<file path="config.mk">
export PLATFORM = sky130hd
export DESIGN_NAME = riscv_store_unit
export DESIGN_NICKNAME = d
export VERILOG_FILES = /design/src/rtl/riscv_store_unit.sv
export SDC_FILE = /design/constraint.sdc
export NUM_CORES = 1
export LEC_CHECK = 0
export ABC_AREA = 1
export ABC_CLOCK_PERIOD_IN_PS = 1800
export CELL_PAD_IN_SITES_DETAIL_PLACEMENT = 1
export CELL_PAD_IN_SITES_GLOBAL_PLACEMENT = 2
export CORE_AREA = 2 2 152 154
export CTS_BUF_LIST = sky130_fd_sc_hd__clkbuf_8
export DETAILED_ROUTE_END_ITERATION = 12
export DIE_AREA = 0 0 154 156
export PLACE_DENSITY = 0.83
export SYNTH_ARGS = -nofsm -noshare
export SYNTH_HDL_FRONTEND = slang
export SYNTH_SLANG_ARGS = --single-unit
</file>
<file path="constraint.sdc">
create_clock -name clk -period 1.8 [get_ports clk]
set_input_delay 0.45 -clock clk [delete_from_list [all_inputs] [get_ports clk]]
set_output_delay 0.45 -clock clk [all_outputs]
set_load 0.005 [all_outputs]
</file>
<file path="src/rtl/riscv_store_unit.sv">
// riscv_store_unit
//   Store path into a word-wide data RAM that has no byte enables.
//   SW writes the captured word directly. SB/SH do a read-modify-write:
//   read the aligned word, merge the store lane(s), write the word back.
//   Misaligned or unknown-width stores retire with an err pulse and touch
//   no memory.
//
// Ports
//   clk, rst_n      clock, synchronous active-low reset
//   req_valid       store request valid (held by requester until accepted)
//   req_ready       high only in IDLE (and never while in reset)
//   req_addr        byte address of the store
//   req_wdata       store data, taken from the low bits
//   req_sel         store width: MASK_B / MASK_H / MASK_X, anything else is illegal
//   mem_addr        word-aligned RAM address (0 when not accessing RAM)
//   mem_re          RAM read strobe; mem_rdata valid the following cycle
//   mem_rdata       RAM read data
//   mem_we          RAM write strobe
//   mem_wdata       RAM write data (0 outside a write)
//   done            one-cycle pulse when a request retires
//   err             one-cycle pulse with done for a rejected request
module riscv_store_unit #(
   parameter int WORD_LENGTH = 32
) (
   input  logic                   clk,
   input  logic                   rst_n,
   input  logic                   req_valid,
   output logic                   req_ready,
   input  logic [WORD_LENGTH-1:0] req_addr,
   input  logic [WORD_LENGTH-1:0] req_wdata,
   input  logic [1:0]             req_sel,
   output logic [WORD_LENGTH-1:0] mem_addr,
   output logic                   mem_re,
   input  logic [WORD_LENGTH-1:0] mem_rdata,
   output logic                   mem_we,
   output logic [WORD_LENGTH-1:0] mem_wdata,
   output logic                   done,
   output logic                   err
);

   // Store-width encodings shared with the load-side mask logic.
   localparam logic [1:0] MASK_B = 2'b00;
   localparam logic [1:0] MASK_H = 2'b01;
   localparam logic [1:0] MASK_X = 2'b10;

   localparam logic [2:0] S_IDLE  = 3'd0;
   localparam logic [2:0] S_READ  = 3'd1;
   localparam logic [2:0] S_WAIT  = 3'd2;
   localparam logic [2:0] S_WRITE = 3'd3;
   localparam logic [2:0] S_ERR   = 3'd4;

   logic [2:0]             state;
   logic [WORD_LENGTH-1:0] addr_q;
   logic [WORD_LENGTH-1:0] data_q;
   logic [1:0]             sel_q;
   logic                   req_bad;
   logic [WORD_LENGTH-1:0] merged;
   logic [WORD_LENGTH-1:0] addr_aligned;

   // Reject misaligned halfword/word and any unknown width.
   always_comb begin
      req_bad = 1'b0;
      case (req_sel)
         MASK_B:  req_bad = 1'b0;
         MASK_H:  req_bad = req_addr[0];
         MASK_X:  req_bad = (req_addr[1:0] != 2'b00);
         default: req_bad = 1'b1;
      endcase
   end

   // Overlay the store lane onto the word read back from RAM. Only the low
   // byte/halfword of the captured data is used, so upper bits are ignored.
   always_comb begin
      merged = mem_rdata;
      if (sel_q == MASK_B)
         merged[{addr_q[1:0], 3'b000} +: 8] = data_q[7:0];
      else
         merged[{addr_q[1], 4'b0000} +: 16] = data_q[15:0];
   end

   always_ff @(posedge clk) begin
      if (!rst_n) begin
         state  <= S_IDLE;
         addr_q <= '0;
         data_q <= '0;
         sel_q  <= '0;
      end else begin
         case (state)
            S_IDLE: begin
               if (req_valid) begin
                  addr_q <= req_addr;
                  data_q <= req_wdata;
                  sel_q  <= req_sel;
                  if (req_bad)
                     state <= S_ERR;
                  else if (req_sel == MASK_X)
                     state <= S_WRITE;
                  else
                     state <= S_READ;
               end
            end
            S_READ:  state <= S_WAIT;
            S_WAIT: begin
               // data_q is reused to hold the merged word for the write-back.
               data_q <= merged;
               state  <= S_WRITE;
            end
            S_WRITE: state <= S_IDLE;
            S_ERR:   state <= S_IDLE;
            default: state <= S_IDLE;
         endcase
      end
   end

   assign addr_aligned = {addr_q[WORD_LENGTH-1:2], 2'b00};

   // Outputs are gated by rst_n so nothing leaks out while reset is held,
   // even if reset arrives mid-operation before the next edge.
   assign req_ready = rst_n && (state == S_IDLE);
   assign mem_re    = rst_n && (state == S_READ);
   assign mem_we    = rst_n && (state == S_WRITE);
   assign done      = rst_n && ((state == S_WRITE) || (state == S_ERR));
   assign err       = rst_n && (state == S_ERR);
   assign mem_addr  = (rst_n && ((state == S_READ) || (state == S_WAIT) || (state == S_WRITE)))
                      ? addr_aligned : '0;
   assign mem_wdata = mem_we ? data_q : '0;

endmodule

</file>
==> flow_summary.ini <==
[cells_and_area]
fin_nets = 1083
nFillCells = 2812
area_growth_pct = 72.3
diodes = 0
postLayoutCellArea_um2 = 7610
multi_input_area_um2 = 2870
layoutNonFillerInstCount = 1266
final_layout_size_suffix_gt1_share_pct = 25.3
regArea_um2 = 1390

[synth]
yosysTopAreaCell = dfxtp_1
netlist_top_cells_count = nand2_1, nor2_1, inv_1, o21ai_0, dfxtp_1
yosysSeqAreaShare_pct = 31.3
synthMostInstantiatedCell = nand2_1
ys_seq_elements = 69
synth_cell_types = 28
synth_edf_count = 0
syn_avg_cell_area_um2 = 5.86
postSynthCellCount = 754
async_reset_ff_share_pct = 0
synth_top_flop_cell = dfxtp_1
yosysWarnings = 0
synth_top_area_share_pct = 31.3
synth_top_cells_by_area = dfxtp_1, nand2_1, nor2_1
synth_area_um2 = 4420

[timing]
setup_ws_ns = -0.203
finClkSkew_ns = 0.00851
hold_viol = 0
fmax_mhz = 499
final.setup.tns_ns = -7.41
period_minus_slack_ns = 2.00
setup-violations-final = 70
hold_slack_ns = 0.479
drv_slew = 0
min_period_over_period_pct = 111
rsz0062_at_grt = true

[power]
p_total_mw = 5.34
powerDensity_nw_per_um2 = 702
vdd_ir_drop_max_uv = 352
leakagePower_nw = 3.65

[worst_setup_path]
critical_path_class = reg -> out
worstPathArrival_ns = 1.55
cp_max_fo = 5
start_kind = flop
crit_required_ns = 1.35
end_kind = output pin

[detailed_routing]
via_per_inst = 4.35
drc_errors = 0
wl_per_cell_um = 16.2
num_vias = 5509
ant_nets = 0
routed_wl_mm = 20.6
first_pass_iters = 4
drtIter0Drc = 163

[die]
rows = 55
initial_core_util_pct = 19.8
coreArea_um2 = 22400
dieArea_um2 = 24000
boundaryPins = 170
fp.dieH_um = 156
die_w_um = 154

[cts]
numCtsBuffers = 9
tritoncts = done
ctsHoldBuffers = 0
clock_sinks = 69
clock_latency_ns = 0.38
cts.path.max_buffers = 2
clk_pin_slew_worst_paths_ns = 0.08
root_buffer = clkbuf_8
htree_levels = 3

[worst_hold_path]
hp-class = reg -> reg

[place]
place_area_um2 = 6630
portBuffers = 167
dpl.hpwl_mm = 14.1
place_inst = 1214
gp_congestion = 0.756

[grt]
antenna_found_initial = 1
grt_pass1_vias = 5691
grt_pass1_wl_mm = 30.8
overflow = 0
grtUsageTotal_pct = 16.5
grt_max_degree = 37

[outcome]
outcome = finished, violations left
violations = negative setup slack

[run]
cap_violations = 0
[placed cells by master, fill, tap and decap left out, types with 12 or more instances in the layout]
| cell | netlist | routed |
|---|---|---|
| buf_12 | 1 | 12 |
| nor2_4 | 2 | 17 |
| nand4_1 | 14 | 14 |
| clkdlybuf4s50_1 | 0 | 99 |
| inv_1 | 104 | 102 |
| o21ai_0 | 72 | 70 |
| buf_2 | 10 | 48 |
| dfxtp_1 | 69 | 66 |
| nand3_1 | 30 | 30 |
| nand2_1 | 228 | 225 |
| nor3_2 | 0 | 16 |
| nor2_1 | 116 | 87 |
| buf_6 | 5 | 16 |
| nor2_2 | 2 | 16 |
| buf_4 | 3 | 51 |
[flip-flops by register name, indices dropped and copies added, names as in the netlist]
signal,cells
data_q,32
state,3
addr_q,32
sel_q,2
[where the power goes]
group,switching [mW],internal (mW)
sequential,0.0970,1.74
combinational,1.14,0.870
clock,0.722,0.773
total,1.96,3.39
[worst paths after layout]
kind,slack [ns],cells past startpoint,end,start
setup / recovery,-0.20,6,mem_wdata[13],state[2]
hold / removal,0.48,2,sel_q[1],sel_q[1]
hold reg to reg,0.48,2,sel_q[1],sel_q[1]
setup reg to reg,-0.03,11,data_q[10],state[2]
[timing repair]
action / 4_1_cts / 5_1_grt
endpoints found under the setup margin: 96 / 95
setup buffers: 25 / 6
pin swaps: 8 / 8
cloned: 3 / 6
gates resized for setup: 325 / 67
[critical path, stage by stage (launching register included)]
cell	delay (ns)
dfxtp_2	0.34
inv_4	0.06
nand4_1	0.12
buf_4	0.18
buf_2	0.17
nor2_1	0.10
clkdlybuf4s15_2	0.21
[cells by family (layout without fill, tap and decap cells)]
logic type                 after synthesis  count (layout)  synth area share (%)
and+or+nand+nor                        436             438                  41.7
buffers and inverters                  148             372                  14.3
AOI/OAI and AO/OA                       95              95                  11.2
DFF                                     69              69                  31.3
adders and majority gates                5               5                  1.42
other                                    1               2                0.0849
[final cells by class]
type,count,share of cell area (%)
Clock buffer,9,1.63
Clock inverter,6,1.17
Inverter,106,5.33
Multi-Input combinational cell,540,37.7
Sequential cell,69,18.3
Tap cell,285,4.69
Timing Repair Buffer,251,31.3
[layer usage]
metal	vias to the layer above	track usage, %	wire length (um)
li1	2768	-	-
met1	2553	19.0	8560
met2	163	29.1	9990
met3	23	5.78	1710
met4	2	4.23	298
met5	-	0	13
[metrics by stage]
stage,setup WS (ns),utilization [%]
floorplan,0.0291,-
global placement,-0.464,29.6
detailed placement,-0.450,29.6
CTS,-0.195,32.6
global route,-0.283,34.0
finish,-0.203,34.0
(Power assumes the default switching activity.)
==> patch, RTL diff (same settings) <==
Make the reset (`rst_n`) asynchronous in one clocked block. Comments in the files are not updated.
--- a/src/rtl/riscv_store_unit.sv
+++ b/src/rtl/riscv_store_unit.sv
@@ -79,5 +79,5 @@
    end
 
-   always_ff @(posedge clk) begin
+   always_ff @(posedge clk or negedge rst_n) begin
       if (!rst_n) begin
          state  <= S_IDLE;
Check against the original RTL: no difference found for any inputs over 10 cycles, from zero or initial values and one cycle with rst_n low; that may be too few to reach the edited logic, so the function may still have changed.
==> patch against the unedited design <==
The flow still finishes with violations (negative setup slack); hold slack worse by 0.17 ns; utilization about the same; wire length is 2.2% lower; first-iteration DRC count grew 19%; count of clock-buffer cells in the layout increased by 1; sequential cell count unchanged; area after synthesis is 2.0% higher; worst setup slack got worse by 0.18 ns; cell area shrank 0.12%; largest cell class unchanged.
Power is not compared: it rests on default switching activity, and its combinational part moved more than twofold at a synthesized area within 25%.
==> patch: results (changes against the unedited design) <==
Antenna Cells=0 (unchanged); arrival time at the worst endpoint=1.73 ns (+0.18 ns); Root Buffer=clkbuf_8; HPWL Detailed=13300 µm (-5.8%); initial antenna violation count=3 (+2); GRT Total Usage=16.0% (-0.47 points); global placer's final weighted congestion=0.769 (+1.7%); post-synth cell types=34 (+21%); synth cell count leaders=nand2_1, nor2_1, inv_1; Slew @ Worst Pin=1.01 ns; ranking of synthesized cells by area=dfrtp_1, nand2_1, nor2_1; R2R depth=9 (-2); Ys Warns=0 (unchanged); Synth Area in Compound Gates=14.0% (+2.8 points); drt wl/cell=17.0 µm (+4.5%); area post-placement=6720 µm² (+1.3%); Cells after Synth=672 (-11%); placed insts=1134 (-6.6%); layout cells sized above 1=28.7% (+3.4 points); largest net degree at the start of global routing=70 (+89%); violated checks=negative setup slack; register area share after synthesis=38.3% (+7.1 points); mux cell area share after synthesis=0% (unchanged); Place WS=-0.524 ns (-0.0741 ns); Setup TNS Final=-20.62 ns (-13.21 ns); status=complete, but fails checks; adder-cell share of the synthesized area=1.39% (-0.027 points); Largest regs=addr_q: 32 flops, data_q: 32 flops, state: 3 flops; cts bufs inserted=9 (unchanged); post-CTS sizing=270 (-17%); met3 usage=5.42% (-0.36 points); Longest Clk Path Bufs=2 (unchanged); first-pass GRT wire length=29900 µm (-3.0%); met2 Usage GRT=27.2% (-1.9 points); CTS H-Tree Depth=3 (unchanged); worst hold path type=in2async; setup violators final=66 (-5.7%); worst-path fanout max=2 (-3); GRT met1 Usage=19.1% (+0.11 points); nets@finish=1004 (-7.3%); fill cell count=2753 (-2.1%); 1st-iter DRT viols=194 (+19%); drt pass-1 iters=4 (unchanged); Max Clock Skew=0.0137 ns (+0.00521 ns); Layout Cells excl Fill=1185 (-6.4%); clk_lat worst skew=between 0.3 and 0.4 ns; Async S/R FF share, synth=100% (+100 points); final setup margin=-0.384 ns (-0.180 ns); via/cell ratio=4.28 (-1.6%); vias in the first global route=5323 (-6.5%); Setup Buffers After CTS=24 (-4.0%)
## patch: cell families (layout without fill, tap and decap cells)
| logic type | count (synthesis) | after routing |
|---|---|---|
| flip-flops | 69 | 69 |
| adder cells (fa/ha/maj) | 5 | 5 |
| AO/OA/AOI/OAI | 104 | 104 |
| other | 1 | 2 |
| AND/OR/NAND/NOR | 367 | 367 |
| buffers and inverters | 126 | 353 |
## patch: final timing paths
check,start,endpoint,slack (ns)
max reg2reg,state[0],data_q[20],0.02
min,rst_n,addr_q[29],0.31
min reg2reg,addr_q[9],addr_q[9],0.52
max in group asynchronous,rst_n,state[1],0.75
max,state[0],done,-0.38
min in group clk,addr_q[9],addr_q[9],0.52
## patch: critical path: stages (launching register included)
cell and delay [ns]:
dfrtp_1 0.41, buf_6 0.13, nor2_4 0.13, inv_4 0.07, buf_4 0.13, buf_6 0.11
nor3_4 0.14, or2_4 0.16, buf_6 0.09
## patch: final cells by class
| class | instances | area, µm² | area share (%) |
|---|---|---|---|
| timing repair inverter | 1 | 5.00 | 0.0658 |
| multi-input combinational | 478 | 2590 | 34.0 |
| timing repair buffer | 245 | 2400 | 31.6 |
| clock inverter | 3 | 16.3 | 0.214 |
| tap | 285 | 357 | 4.69 |
| inverter | 94 | 372 | 4.89 |
| sequential | 69 | 1730 | 22.7 |
| clock buffer | 10 | 138 | 1.81 |
## patch: per-layer routing
metal | up-vias | part of all wire [%]
li1 | 2513 | -
met1 | 2367 | 42
met2 | 169 | 48
met3 | 24 | 7.9
met4 | 2 | 2.0
met5 | - | 0.065
## patch: power breakdown
group	leakage (nW)	switching, mW	total [mW]	internal, mW
clock	0.0813	0.645	1.15	0.509
combinational	2.90	4.29	7.60	3.31
sequential	0.789	0.363	2.66	2.29
